==> src/rtl/csa_pkg.sv <==
// Shared definitions for the pipelined carry-select adder: operation encoding
// and the parameter legality check used at elaboration.
package csa_pkg;

   typedef enum logic {
      OP_ADD = 1'b0,
      OP_SUB = 1'b1
   } op_e;

   // True when the segment/stage split is legal: the segments tile the word
   // exactly and every stage owns the same whole number of segments.
   function automatic bit csa_cfg_ok(input int width, input int block, input int stages);
      bit ok;
      ok = 1'b1;
      if (block < 2 || width < block || stages < 1) begin
         ok = 1'b0;
      end else if ((width % block) != 0) begin
         ok = 1'b0;
      end else if (((width / block) % stages) != 0) begin
         ok = 1'b0;
      end
      return ok;
   endfunction

endpackage

==> src/rtl/csa_block.sv <==
// One carry-select segment: two ripple sums (carry-in 0 and 1) computed in
// parallel, with the late-arriving carry picking the result. Purely combinational.
module csa_block #(
   parameter int BLOCK = 8
) (
   input  logic [BLOCK-1:0] a,
   input  logic [BLOCK-1:0] b,
   input  logic             c_sel,
   output logic [BLOCK-1:0] s,
   output logic             c_out,
   output logic             c_msb_in
);

   logic [BLOCK:0] sum0;
   logic [BLOCK:0] sum1;

   assign sum0 = {1'b0, a} + {1'b0, b};
   assign sum1 = {1'b0, a} + {1'b0, b} + {{BLOCK{1'b0}}, 1'b1};

   assign s     = c_sel ? sum1[BLOCK-1:0] : sum0[BLOCK-1:0];
   assign c_out = c_sel ? sum1[BLOCK]     : sum0[BLOCK];

   // The top sum bit is a ^ b ^ carry-in, so the carry into the MSB falls out
   // of the selected sum without tapping the ripple chain.
   assign c_msb_in = s[BLOCK-1] ^ a[BLOCK-1] ^ b[BLOCK-1];

endmodule

==> src/rtl/csa_pipe_adder.sv <==
// Pipelined carry-select adder/subtractor with valid/ready flow control.
// Stage k resolves its own group of segments using the carry registered by
// stage k-1; operands still waiting for their segments and the sum bits
// already resolved ride along in each stage register.
module csa_pipe_adder
   import csa_pkg::*;
#(
   parameter int WIDTH  = 32,
   parameter int BLOCK  = 8,
   parameter int STAGES = 2
) (
   input  logic             clk,
   input  logic             rst,
   input  logic             in_valid,
   output logic             in_ready,
   input  logic [WIDTH-1:0] a,
   input  logic [WIDTH-1:0] b,
   input  logic             sub,
   input  logic             c_in,
   output logic             out_valid,
   input  logic             out_ready,
   output logic [WIDTH-1:0] s,
   output logic             c_out,
   output logic             ovf
);

   localparam int NBLK = (WIDTH / BLOCK < 1) ? 1 : WIDTH / BLOCK;
   localparam int NPS  = (NBLK / STAGES < 1) ? 1 : NBLK / STAGES;
   localparam int SW   = NPS * BLOCK;

   if (!csa_cfg_ok(WIDTH, BLOCK, STAGES)) begin : g_cfg_err
      $error("csa_pipe_adder: illegal WIDTH/BLOCK/STAGES combination");
   end

   op_e              op;
   logic [WIDTH-1:0] b_eff;
   logic             c_eff;
   logic [STAGES-1:0] v_all;
   logic [STAGES-1:0] adv;

   // Subtraction is a + ~b + ~borrow_in: fold the inversion in at the entry so
   // every stage is a plain adder and the op travels implicitly with the beat.
   assign op    = op_e'(sub);
   assign b_eff = (op == OP_SUB) ? ~b : b;
   assign c_eff = (op == OP_SUB) ? ~c_in : c_in;

   // Advance chain from the output back: a stage moves when it is empty or the
   // stage after it moves, so bubbles are always filled.
   always_comb begin
      adv = '0;
      adv[STAGES-1] = ~v_all[STAGES-1] | out_ready;
      for (int k = STAGES - 2; k >= 0; k--) begin
         adv[k] = ~v_all[k] | adv[k+1];
      end
   end

   assign in_ready = adv[0];

   genvar gi, gj;
   for (gi = 0; gi < STAGES; gi++) begin : g_stg
      logic [WIDTH-1:0] a_src, b_src, s_src;
      logic             c_src, v_src;
      logic [WIDTH-1:0] a_reg, b_reg, s_reg;
      logic             c_reg, ovf_reg, v_reg;
      logic [WIDTH-1:0] s_next;
      logic [SW-1:0]    seg_s;
      logic             c_next, ovf_next;
      logic             stage_unused;

      if (gi == 0) begin : g_first
         assign a_src = a;
         assign b_src = b_eff;
         assign c_src = c_eff;
         assign v_src = in_valid;
         assign s_src = '0;
      end else begin : g_later
         assign a_src = g_stg[gi-1].a_reg;
         assign b_src = g_stg[gi-1].b_reg;
         assign c_src = g_stg[gi-1].c_reg;
         assign v_src = g_stg[gi-1].v_reg;
         assign s_src = g_stg[gi-1].s_reg;
      end

      for (gj = 0; gj < NPS; gj++) begin : g_blk
         logic cin_w, cout_w, cmsb_w;

         if (gj == 0) begin : g_cin_stage
            assign cin_w = c_src;
         end else begin : g_cin_chain
            assign cin_w = g_blk[gj-1].cout_w;
         end

         csa_block #(
            .BLOCK(BLOCK)
         ) u_blk (
            .a        (a_src[(gi*NPS + gj)*BLOCK +: BLOCK]),
            .b        (b_src[(gi*NPS + gj)*BLOCK +: BLOCK]),
            .c_sel    (cin_w),
            .s        (seg_s[gj*BLOCK +: BLOCK]),
            .c_out    (cout_w),
            .c_msb_in (cmsb_w)
         );
      end

      assign c_next = g_blk[NPS-1].cout_w;

      // Overflow only has meaning at the MSB, which lives in the last stage.
      if (gi == STAGES - 1) begin : g_ovf
         assign ovf_next = g_blk[NPS-1].cmsb_w ^ g_blk[NPS-1].cout_w;
      end else begin : g_no_ovf
         assign ovf_next = 1'b0;
      end

      // Splice this stage's freshly resolved segments into the running sum.
      always_comb begin
         s_next = s_src;
         s_next[gi*SW +: SW] = seg_s;
      end

      // Stage register: loads on advance, otherwise holds data and valid.
      always_ff @(posedge clk or posedge rst) begin
         if (rst) begin
            v_reg   <= 1'b0;
            a_reg   <= '0;
            b_reg   <= '0;
            s_reg   <= '0;
            c_reg   <= 1'b0;
            ovf_reg <= 1'b0;
         end else if (adv[gi]) begin
            v_reg   <= v_src;
            a_reg   <= a_src;
            b_reg   <= b_src;
            s_reg   <= s_next;
            c_reg   <= c_next;
            ovf_reg <= ovf_next;
         end
      end

      assign v_all[gi] = v_reg;

      // Already-consumed operand bits and non-final overflow are dead here.
      assign stage_unused = ^{a_reg, b_reg, ovf_reg};
   end

   assign out_valid = g_stg[STAGES-1].v_reg;
   assign s         = g_stg[STAGES-1].s_reg;
   assign c_out     = g_stg[STAGES-1].c_reg;
   assign ovf       = g_stg[STAGES-1].ovf_reg;

endmodule

==> config.mk <==
export PLATFORM = sky130hd
export DESIGN_NAME = csa_pipe_adder
export DESIGN_NICKNAME = d
export VERILOG_FILES = /design/src/rtl/csa_pkg.sv /design/src/rtl/csa_block.sv /design/src/rtl/csa_pipe_adder.sv
export SDC_FILE = /design/constraint.sdc
export NUM_CORES = 1
export LEC_CHECK = 0
export ABC_AREA = 1
export ABC_CLOCK_PERIOD_IN_PS = 3100
export CAP_MARGIN = 20
export CORE_MARGIN = 1
export CORE_UTILIZATION = 44
export CTS_CLUSTER_DIAMETER = 100
export DETAILED_ROUTE_END_ITERATION = 12
export PLACE_DENSITY_LB_ADDON = 0.08
export SLEW_MARGIN = 20
export SYNTH_ARGS = -nofsm -noshare
export SYNTH_HDL_FRONTEND = slang
export SYNTH_SLANG_ARGS = --single-unit
==> constraint.sdc <==
create_clock -name clk -period 3.1 [get_ports clk]
set_input_delay 0.62 -clock clk [delete_from_list [all_inputs] [get_ports clk]]
set_output_delay 0.62 -clock clk [all_outputs]
set_load 0.1 [all_outputs]
## After elaboration in Yosys (flattened, before gate mapping)

Index checks and enable logic that the tools add are counted.

| cells by class | value |
|---|---|
| divide/modulo/power cells | 0 |
| reduce and logical (&&, ||, !) cells | 0 |
| equal/unequal tests | 0 |
| add/sub/neg operators | 8 |
| muxes and demuxes | 10 |
| bitwise logic cells | 9 |
| $mul | 0 |
| order comparisons | 0 |
| shift operators | 0 |

Operator list:

| kind | number |
|---|---|
| $add 8x8->9 | 4 |
| $add 9x1->9 const B | 4 |
| $mux 32 | 1 |
| $mux 8 | 4 |
| $not 32->32 | 1 |
| $mux 1 | 5 |
| $not 1->1 | 3 |
| $xor 1x1->1 | 3 |
| $or 1x1->1 | 2 |

| word-level totals | value |
|---|---|
| output and inout bits | 36 |
| bits in latches | 0 |
| bits in read-only memories | 0 |
| memories | 0 |
| register bits | 117 |
| word-level logic and storage cells | 36 |
| RAM bits | 0 |

## Longest topological paths before layout

| logic depth | value |
|---|---|
| word-level depth | 7 |
| gate-level depth with buffers | 20 |
| mapped depth without buffers | 18 |

## By module

A second synthesis with hierarchy kept.

| unflattened totals | value |
|---|---|
| cells, all modules | 932 |
| area, all modules | 6503.7 µm² |

Modules (own cells, without submodules):

| module | seq. area each (µm²) | area an instance (µm²) | instances | cells an instance |
|---|---|---|---|---|
| csa_pipe_adder | 2127.0 | 3728.6 | 1 | 456 |
| csa_block at g_stg[0].g_blk[1].u_blk ... | 0.0 | 688.2 | 3 | 119 |
| csa_block at g_stg[0].g_blk[0].u_blk | 0.0 | 710.7 | 1 | 119 |

## Worst setup path before layout

Ideal clock, no wire load.

| timing path | value |
|---|---|
| path kind | input to register |
| start point | input sub |
| end point | register g_stg[0].s_reg[12] |
| required time | 2984 ps |
| slack | -379 ps |
| setup time | 116 ps |
| path buffers | 2 |
| arrival | 3363 ps |
| stages | 20 |
| path through | buf_4 -> clkbuf_1 -> xor2_1 -> ha_1 -> inv_1 -> fa_1 -> inv_1 -> ha_1 -> nand2_1 -> or2_4 -> nor2_4 -> nand3_2 -> nor2_4 -> nand2_2 -> nand2_4 -> nand2_4 -> nand2_2 -> nand2_1 -> nand2_1 -> nand2_1 |

| between the ends | value |
|---|---|
| longest elaborated chain between the ends | 5 |
| elaborated cells between the ends (all ways) | 8 |
| classes of those cells | add/sub: 4; mux: 4 |

Ends and longest elaborated chain:

| item | RTL line | text |
|---|---|---|
| from (decl) | csa_pipe_adder.sv:18 | `input logic sub,` |
| $mux 32 | csa_pipe_adder.sv:44 | `assign b_eff = (op == OP_SUB) ? ~b : b;` |
| $add 8x8->9 | csa_block.sv:17, csa_block.sv:18 |  |
| $add 9x1->9 | csa_block.sv:18 | `assign sum1 = {1'b0, a} + {1'b0, b} + {{BLOCK{1'b0}}, 1'b1};` |
| $mux 1 | csa_block.sv:21 | `assign c_out = c_sel ? sum1[BLOCK] : sum0[BLOCK];` |
| $mux 8 * | csa_block.sv:20 | `assign s = c_sel ? sum1[BLOCK-1:0] : sum0[BLOCK-1:0];` |
| to (signal assigned) | csa_pipe_adder.sv:133 | `s_reg <= s_next;` |
| to (decl) | csa_pipe_adder.sv:63 | `logic [WIDTH-1:0] a_reg, b_reg, s_reg;` |

Mark *: on every way between the ends. The rest lies on a longest branch, timed or not.
A chain may end at the register's enable or synchronous reset.

## Worst setup path after layout

| timing path | value |
|---|---|
| start point | input b[0] |
| end point | register g_stg[0].s_reg[15] |

| between the ends | value |
|---|---|
| longest elaborated chain between the ends | 6 |

Ends and longest elaborated chain:

| item | RTL line | text |
|---|---|---|
| from (decl) | csa_pipe_adder.sv:17 | `input logic [WIDTH-1:0] b,` |
| $not 32->32 | csa_pipe_adder.sv:44 |  |
| $mux 32 * | csa_pipe_adder.sv:44 |  |
| $add 8x8->9 * | csa_block.sv:17, csa_block.sv:18 |  |
| $add 9x1->9 | csa_block.sv:18 |  |
| $mux 1 * | csa_block.sv:21 |  |
| $mux 8 * | csa_block.sv:20 |  |

Marked as above.

==> flow_summary_export.csv <==
group,metric,value,unit
outcome,outcome,"completed",
clocking,cts_root_buf,"clkbuf_16",
global_route,globalRoute.busiestLayer,"met2",
timing,finalCritPeriodShare,0.944,
global_route,gr-usage-met1,0.241,
synthesis,yosysTopAreaCellShare,0.370,
critical_path,cp_data_arrival_time,3.14,ns
floorplanning,initial_core_util,0.454,
floorplanning,ios,106,
clocking,cts_htree_levels,3,
critical_path,rrSetupSlack,0.32,ns
placed_design,dp_hpwl,10100,um
synthesis,ys_seq_elements,85,
timing,finalHoldViolCount,0,
global_route,grt_pass1_vias,5042,
flow_run,cap_viol_max_count,0,
synthesis,netlist_area,5750,um2
drt,routed_wl,13100,um
pwr,p_int,2.90,mW
floorplanning,die_area,13500,um2
synthesis,yosys-top-cells-area,"dfrtp_1, nand2_1, ha_1, xor2_1, inv_1",
synthesis,netlist_instances,768,
global_route,gr-usage-met3,0.0259,
pwr,combPwrFrac,0.551,
critical_path,setup.worst_path.end,"g_stg[0].s_reg[15]",
timing,worstMarginPinSlew,0.622,ns
critical_path,cp-startpoint,"b[0]",
timing,setup_tns,0,ns
finish,syn2layout_area_growth,30.1,%
synthesis,ys_top_cells_by_count,"nand2_1, dfrtp_1, inv_1",
hold_path,hold_path.class,"flop to flop",
placed_design,postPlaceCellArea,7130,um2
global_route,met2_usage,0.390,
floorplanning,fp.dieH,116,um
synthesis,ys_warn_count,0,
timing,min_period,2.93,ns
synthesis,synthFlopType,"dfrtp_1",
critical_path,reg2regPathDepth,14,
global_route,grt_max_degree,70,
finish,fin_area,7490,um2
global_route,grt_pass1_wl,22100,um
critical_path,cp-start-kind,"input pin",
critical_path,worstPathRequired,3.32,ns
synthesis,synth_edf_count,0,
pwr,pwr-share-clk,0.174,
critical_path,timing.rr.end,"ovf",
global_route,track_usage,0.206,
critical_path,timing.rr.start,"g_stg[0].a_reg[16]",
floorplanning,core_area,12700,um2
critical_path,worstPathMaxFanout,5,
finish,largest_reg_flops,32,
synthesis,synth_area_leader_cell,"dfrtp_1",
synthesis,yosysMostFrequentCell,"nand2_1",
pwr,total_leakage_power,3.87,nW
global_route,antenna_found_initial,0,
finish,final_layout_size_suffix_gt1_frac,0.137,
placed_design,gp_congestion,0.928,
clocking,cts.path.max_buffers,2,
clocking,cts_tree,"done",
synthesis,ys_seq_area_frac,0.370,
timing,setup_viol,0,
critical_path,critPathKind,"input pin to flop",
synthesis,synthArstFlopShare,1.00,
clocking,cts_buffers,9,
drt,drc,0,
timing,slew_violations,0,
synthesis,syn-num-nets,878,
floorplanning,dieWidth,116,um
clocking,clkTransAtPathRegs,0.06,ns
drt,drtIter0Drc,229,
timing,hold_slack,0.467,ns
drt,firstDrtPassIters,4,
timing,finClkSkew,0.00802,ns
pwr,irDropWorstVdd,0.475,mV
clocking,cts_hold_buf,0,
drt,vias,5207,
drt,antenna_left,0,
synthesis,synthDistinctLibCells,37,
finish,diodes,0,
global_route,grt_overflow_total,0,
pwr,power_density,768,nW/um2
timing,maxSlewHeadroom,0.585,
finish,num-nets-final,1013,
timing,fmax,342,MHz
pwr,p_sw_frac,0.496,
clocking,cts_num_sinks,85,
synthesis,syn_area_per_cell,7.49,um2
pwr,finalPower,5.75,mW
clocking,clock_latency,0.33,ns
drt,wl_per_cell,12.1,um
placed_design,portBuffers,105,
floorplanning,num_rows,41,
critical_path,cp-end-kind,"flop",
pwr,seq_power_share,0.275,
drt,viasPerCell,4.82,
pwr,p_switching,2.85,mW
[logic make-up after synthesis]
group                    share of synthesized area
AO/OA/AOI/OAI                               0.0648
XOR/XNOR                                    0.0957
adder cells (fa/ha/maj)                     0.0922
buffers and inverters                       0.0631
flip-flops                                   0.370
AND/OR/NAND/NOR                              0.314
[metal layers]
layer,part of all wire,vias to the layer above
met1,0.45,2380
met5,0,-
met4,0.0097,0
met2,0.52,87
li1,-,2731
met3,0.025,9
[final cells by class]
class	instances	area [um2]
inverters	73	275
fillers	1197	5180
well taps	172	215
clock buffers	12	256
clock inverters	4	22.5
multi-input cells	593	3340
repair buffers	141	1250
flip-flops and latches	85	2130
[power by group through the flow]
stage	clock [mW]	sequential [mW]	combinational (mW)
after floorplan	0	2.77	1.20
after global placement	0	1.59	3.11
after detailed placement	0	1.60	3.15
after CTS	1.03	1.58	3.17
after global routing	1.07	1.62	3.45
final	1.00	1.58	3.17
[per-stage QoR]
stage / utilization / cells / setup WS (ns)
after floorplan: - / 768 / -0.0891
after global placement: 0.563 / 1058 / -0.366
after detailed placement: 0.563 / 1058 / -0.447
after CTS: 0.588 / 1078 / 0.0308
after global routing: 0.591 / 1080 / -0.00224
final: 0.591 / 1080 / 0.175
[cell usage in the layout, fill, tap and decap left out, types with 4 or more instances in the layout]
| master | count |
|---|---|
| buf_4 | 70 |
| o21ai_0 | 29 |
| a21oi_1 | 18 |
| clkdlybuf4s50_1 | 66 |
| dfrtp_1 | 84 |
| nand3b_1 | 8 |
| nor2_1 | 35 |
| a31oi_1 | 10 |
| nand2_1 | 287 |
| xor2_1 | 32 |
| nor3_1 | 5 |
| inv_2 | 4 |
| ha_1 | 34 |
| inv_1 | 67 |
| nand4_1 | 14 |
| nand3_1 | 45 |
| fa_1 | 4 |
| nand2_2 | 12 |
| clkbuf_16 | 9 |
| clkinv_2 | 4 |
| xnor2_1 | 28 |
[critical path, stage by stage]
cell and delay, ns:
dlygate4sd2_1 0.24, xor2_1 0.16, ha_2 0.20, inv_2 0.04
fa_1 0.46, inv_2 0.09, ha_4 0.12, nand2_1 0.06
or2_4 0.24, nor2_4 0.10, nand3_2 0.10, nor2_4 0.18
buf_4 0.14, nand3b_2 0.12, nand3_1 0.12, nand2_1 0.05
nand2_1 0.05, nand2_1 0.05
[timing repair]
| item | in CTS | in global routing |
|---|---|---|
| setup buffers | 2 | 1 |
| resized for setup | 2 | 4 |
| cloned | 2 | 1 |
| pin swaps | 8 | 9 |
| setup endpoints to repair | 9 | 9 |
[worst min-delay path by stage]
| stage | slack, ns | start | end | depth (start not counted) |
|---|---|---|---|---|
| final | 0.47 | g_stg[0].s_reg[1] | s[1] | 2 |
| after global routing | 0.50 | s[12] | s[12] | 2 |
| after CTS | 0.47 | g_stg[0].s_reg[1] | s[1] | 2 |
| after detailed placement | 0.46 | g_stg[0].s_reg[1] | s[1] | 2 |
| after global placement | 0.46 | g_stg[0].s_reg[1] | s[1] | 2 |
| after floorplan | 0.42 | g_stg[0].v_reg | out_valid | 2 |
No activity file was read; power rests on OpenSTA's default activity.
